**src/rtl/bf_norm_round_stage.sv**
```systemverilog
// BF16 FMA post-adder stage: EAC sign recovery and leading-zero count (S1),
// then normalize, round-to-nearest-even and pack (S2), with valid/ready flow control.
module bf_norm_round_stage #(
  parameter int unsigned ADDER_WIDTH = 24,
  parameter int unsigned EXP_WIDTH   = 8,
  parameter int unsigned MAN_WIDTH   = 7
) (
  input  logic                           clk,
  input  logic                           rst,
  input  logic                           in_valid,
  output logic                           in_ready,
  input  logic [ADDER_WIDTH-1:0]         in_sum,
  input  logic                           in_cout,
  input  logic                           in_sign,
  input  logic [EXP_WIDTH+1:0]           in_exp,
  input  logic                           in_sticky,
  input  logic                           in_eff_sub,
  output logic                           out_valid,
  input  logic                           out_ready,
  output logic [EXP_WIDTH+MAN_WIDTH:0]   out_result,
  output logic                           out_overflow,
  output logic                           out_underflow,
  output logic                           out_inexact
);

  localparam int unsigned W  = ADDER_WIDTH;
  localparam int unsigned LW = $clog2(ADDER_WIDTH + 1);
  localparam int unsigned XW = EXP_WIDTH + 4;
  localparam int unsigned KW = MAN_WIDTH + 1;
  localparam int unsigned RB = W - KW - 2;

  localparam logic signed [XW-1:0] EXP_ONE = {{(XW-1){1'b0}}, 1'b1};
  localparam logic signed [XW-1:0] EXP_MAX = {4'b0000, {EXP_WIDTH{1'b1}}};

  // ---------------- flow control ----------------
  logic s1_valid;
  logic s2_can_load;
  logic s1_load;

  assign s2_can_load = ~out_valid | out_ready;
  assign in_ready    = ~s1_valid | s2_can_load;
  assign s1_load     = in_valid & in_ready;

  // in_ready implies S1 is either empty or advancing this cycle
  always_ff @(posedge clk) begin
    if (rst) begin
      s1_valid <= 1'b0;
    end else if (in_ready) begin
      s1_valid <= in_valid;
    end
  end

  // ---------------- S1: sign recovery + LZC ----------------
  logic [W-1:0]          s1_mag_d;
  logic signed [XW-1:0]  s1_exp_d;
  logic                  s1_sign_d;
  logic                  s1_sticky_d;
  logic                  s1_zero_d;
  logic [LW-1:0]         s1_lzc_d;

  always_comb begin
    s1_mag_d    = in_sum;
    s1_exp_d    = {{2{in_exp[EXP_WIDTH+1]}}, in_exp};
    s1_sign_d   = in_sign;
    s1_sticky_d = in_sticky;
    if (!in_eff_sub && in_cout) begin
      s1_mag_d    = {1'b1, in_sum[W-1:1]};
      s1_exp_d    = s1_exp_d + EXP_ONE;
      s1_sticky_d = in_sticky | in_sum[0];
    end else if (in_eff_sub && !in_cout) begin
      // no end-around carry: result is negative, magnitude is the complement
      s1_mag_d  = ~in_sum;
      s1_sign_d = ~in_sign;
    end
    s1_lzc_d = LW'(W);
    for (int unsigned i = 0; i < W; i++) begin
      if (s1_mag_d[i]) s1_lzc_d = LW'(W - 1 - i);
    end
    s1_zero_d = (s1_mag_d == '0) && !s1_sticky_d;
  end

  logic [W-1:0]          s1_mag;
  logic signed [XW-1:0]  s1_exp;
  logic                  s1_sign;
  logic                  s1_sticky;
  logic                  s1_zero;
  logic [LW-1:0]         s1_lzc;

  always_ff @(posedge clk) begin
    if (s1_load) begin
      s1_mag    <= s1_mag_d;
      s1_exp    <= s1_exp_d;
      s1_sign   <= s1_sign_d;
      s1_sticky <= s1_sticky_d;
      s1_zero   <= s1_zero_d;
      s1_lzc    <= s1_lzc_d;
    end
  end

  // ---------------- S2: normalize + RNE + pack ----------------
  logic [W-1:0]                  norm;
  logic [KW-1:0]                 kept;
  logic                          g_bit;
  logic                          r_bit;
  logic                          s_bit;
  logic                          inc;
  logic [KW:0]                   rnd;
  logic signed [XW-1:0]          exp_n;
  logic signed [XW-1:0]          exp_r;
  logic [EXP_WIDTH+MAN_WIDTH:0]  res_d;
  logic                          ovf_d;
  logic                          unf_d;
  logic                          inx_d;

  always_comb begin
    norm  = s1_mag << s1_lzc;
    kept  = norm[W-1 -: KW];
    g_bit = norm[W-1-KW];
    r_bit = norm[W-2-KW];
    s_bit = (|norm[RB-1:0]) | s1_sticky;
    inc   = g_bit & (r_bit | s_bit | kept[0]);
    rnd   = {1'b0, kept} + {{KW{1'b0}}, inc};
    exp_n = s1_exp - {{(XW-LW){1'b0}}, s1_lzc};
    exp_r = rnd[KW] ? exp_n + EXP_ONE : exp_n;
    inx_d = g_bit | r_bit | s_bit;
    ovf_d = 1'b0;
    unf_d = 1'b0;
    // on mantissa carry-out the low fraction bits of rnd are already zero
    res_d = {s1_sign, exp_r[EXP_WIDTH-1:0], rnd[MAN_WIDTH-1:0]};
    if (s1_zero) begin
      res_d = '0;
      inx_d = 1'b0;
    end else if (exp_r >= EXP_MAX) begin
      res_d = {s1_sign, {EXP_WIDTH{1'b1}}, {MAN_WIDTH{1'b0}}};
      ovf_d = 1'b1;
      inx_d = 1'b1;
    end else if (exp_r[XW-1] || (exp_r == '0) || (s1_mag == '0)) begin
      res_d = {s1_sign, {(EXP_WIDTH+MAN_WIDTH){1'b0}}};
      unf_d = 1'b1;
      inx_d = 1'b1;
    end
  end

  always_ff @(posedge clk) begin
    if (rst) begin
      out_valid     <= 1'b0;
      out_result    <= '0;
      out_overflow  <= 1'b0;
      out_underflow <= 1'b0;
      out_inexact   <= 1'b0;
    end else if (s2_can_load) begin
      out_valid <= s1_valid;
      if (s1_valid) begin
        out_result    <= res_d;
        out_overflow  <= ovf_d;
        out_underflow <= unf_d;
        out_inexact   <= inx_d;
      end
    end
  end

endmodule

```
**config.mk**
```make
export PLATFORM = sky130hd
export DESIGN_NAME = bf_norm_round_stage
export DESIGN_NICKNAME = d
export VERILOG_FILES = /design/src/rtl/bf_norm_round_stage.sv
export SDC_FILE = /design/constraint.sdc
export NUM_CORES = 1
export LEC_CHECK = 0
export ABC_CLOCK_PERIOD_IN_PS = 4400
export CORE_MARGIN = 2
export CORE_UTILIZATION = 58
export DETAILED_ROUTE_END_ITERATION = 7
export PLACE_DENSITY = 0.82
export SKIP_CTS_REPAIR_TIMING = 1
export SYNTH_ARGS = -nofsm -noshare
export SYNTH_HDL_FRONTEND = slang
export SYNTH_SLANG_ARGS = --single-unit
```
**constraint.sdc**
```tcl
create_clock -name clk -period 4.4 [get_ports clk]
set_clock_uncertainty 0.2 [all_clocks]
set_input_delay 0.44 -clock clk [delete_from_list [all_inputs] [get_ports clk]]
set_output_delay 0.44 -clock clk [all_outputs]
set_load 0.1 [all_outputs]
```
==> reports/qor.yml <==
sta:
  tns_ns: 0
  worst-slew-pin-transition_ns: 1.077
  slew_headroom: 0.2802
  finalHoldViolCount: 0
  period_share: 0.9312
  drv_slew: 0
  max_clock_freq_ghz: 0.2441
  period_minus_slack_ns: 4.097
  report.final.setup_viol: 0
logic_synthesis:
  synth_fa_ha_area_frac: 0.02180
  yosysSeqAreaShare: 0.3106
  yosysTopAreaCell: "edfxtp_1"
  synthSimpleGateAreaFrac: 0.1919
  synth_common_cells: "nor2_1, nand2_1, edfxtp_1, o21ai_0, xnor2_1"
  synth_edf_count: 43
  synth_xor_area_frac: 0.07947
  syn_inst: 613
  synth_top_area_frac: 0.2343
  synthesis.area_um2: 5510
  synth_area_leaders: "edfxtp_1, dfxtp_1, mux2i_1"
  async_flop_share: 0
  syn_nets: 664
  avgSynthCellArea_um2: 8.989
  synth.most_common_cell: "nor2_1"
  synth-seq-cells: 64
  ys.warnings.count: 0
  synth_cell_type_count: 68
  synth.area.mux_share: 0.1549
  synth-compound-area-share: 0.1926
  synth_top_family_by_area: "compound AO/OA/AOI/OAI gates"
  synthFlopType: "edfxtp_1"
worst_hold_path:
  hold_path.class: "reg -> reg"
drt:
  wire_per_inst_um: 16.56
  drc: 0
  firstDrtPassIters: 5
  drtIter0Drc: 387
  drt.antenna.violating_nets: 0
  vias: 5050
  drt_wl_total_um: 13490
  via_per_inst: 6.196
final_layout:
  antennaDiodeCount: 0
  fill_cells: 721
  syn_to_final_growth_pct: 18.62
  instances_no_fill: 815
  finalCoreUtilization: 0.7074
  layout.nets: 732
  drive_gt1_frac: 0.1327
clocking:
  cts_root_buf: "clkbuf_8"
  cts_tree: "yes"
  clk-insertion-delay-late_ns: 0.34
  cts.htree.levels: 3
  cts_sinks: 64
  cts.clk_slew.worst_paths_ns: 0.06
  cts_buffer_depth: 2
  cts-buffers-inserted: 9
die:
  core_area_um2: 9240
  die_y_um: 101.5
  die_x_um: 101.5
  die_area_um2: 10300
  start_util: 0.5963
  io_pins: 63
  rows: 35
run_status:
  status: "finished, final reports clean"
power:
  pwr-share-comb: 0.370
  swShare: 0.3486
  intPower_mw: 1.245
  clockPowerShare: 0.249
  leakage_nw: 2.370
  vdd_drop_max_mv: 0.1704
  powerDensity_nw_per_um2: 292.5
  netSwitchingPower_uw: 666.4
  pwr-share-seq: 0.381
critical_path:
  rr_startpoint: "s1_lzc[1]"
  crit_fanout: 34
  r2r_end: "out_inexact"
  worstSetupEndpoint: "out_inexact"
  crit_arrival_ns: 4.13
  endpoint_kind: "register"
  path_class: "reg -> reg"
  rr_worst_depth: 15
  regToRegSetupSlack_ns: 0.30
  start_kind: "register"
  critPathLaunch: "s1_lzc[1]"
  crit_required_ns: 4.43
grt:
  grt_pass1_wl_um: 21620
  grt_usage: 0.2658
  grt.overflow.total: 0
  grt_max_degree: 44
  grt_pass1_vias: 4551
  grt_antenna_before_repair: 0
flow_run:
  maxCapViolations: 0
placed_design:
  detailed_place_hpwl_um: 10660
  dp.cells: 797
  place_congestion: 1.019
  port_buffers: 62
layout make-up:
type	count	area, um^2	area share
inverter	22	82.58	0.01263
sequential	64	1712	0.2619
multi-input combinational	495	3537	0.5412
clock buffer	10	127.6	0.01953
timing repair buffer	89	855.8	0.1309
clock inverter	6	60.06	0.009188
tap	129	161.4	0.02469
worst min path at each step:
stage / start / endpoint / cells past startpoint
after floorplan: s1_valid / out_valid / 2
after global placement: out_overflow / out_overflow / 1
after detailed placement: out_overflow / out_overflow / 1
after CTS: out_overflow / out_overflow / 1
after global routing: out_overflow / out_overflow / 1
final: out_overflow / out_overflow / 1
cell families after synthesis:
family,Yosys count
AO/OA/AOI/OAI,151
XOR/XNOR,50
adder cells (fa/ha/maj),9
buffers and inverters,54
flip-flops,64
multiplexers,71
AND/OR/NAND/NOR,214
power groups by stage:
stage,sequential (mW),combinational [mW],clock (mW)
finish,0.728,0.707,0.477
global route,0.732,0.761,0.510
CTS,0.726,0.697,0.490
detailed placement,0.739,0.693,0
global placement,0.737,0.680,0
floorplan,0.774,0.462,0
flip-flops by register name, indices dropped and copies added (netlist names):
register       cells
s1_exp            11
out_inexact        1
out_overflow       1
s1_sign            1
s1_sticky          1
s1_valid           1
s1_zero            1
s1_mag            24
s1_lzc             5
out_result        16
out_underflow      1
out_valid          1
through the flow:
stage	instance area (um^2)	hold slack (ns)	worst slack (ns)	power [mW]
after floorplan	5510	0.2868	0.3637	1.236
after global placement	6327	0.2355	0.3610	1.416
after detailed placement	6327	0.2461	0.2711	1.432
after CTS	6515	0.2612	0.2543	1.912
after global routing	6536	0.2829	-0.0002496	2.003
final	6536	0.2547	0.3025	1.912
metal layers:
metal / track usage / up-vias / part of all wire
li1: - / 2426 / -
met3: 0.05038 / 44 / 0.061
met2: 0.4340 / 220 / 0.47
met4: 0.1143 / 0 / 0.029
met1: 0.3459 / 2360 / 0.44
met5: 0 / - / 0
worst max-delay path, cell delays in order, from the launching register on:
cell,delay (ns)
edfxtp_1,0.41
buf_12,0.20
mux2_2,0.30
o22ai_1,0.08
a311oi_1,0.32
nand2_1,0.10
a21oi_1,0.18
nor2b_1,0.20
ha_1,0.22
nor4b_4,0.30
and2_1,0.26
buf_4,0.19
mux2i_1,0.29
a211oi_4,0.13
or2_2,0.31
a311oi_1,0.28
placed cells by master, fill, tap and decap left out, drive strengths merged, types with 10 or more instances in the layout:
cell / instances
mux2: 24
inv: 21
mux2i: 39
o22ai: 16
nor4: 14
a21oi: 28
nor3: 12
clkdlybuf4s50: 61
nor2: 62
buf: 28
edfxtp: 43
dfxtp: 21
nand2: 55
xnor2: 39
nand3: 11
clkbuf: 10
o21ai: 39
xor2: 11
Note: power is estimated with default switching activity, not from simulation.
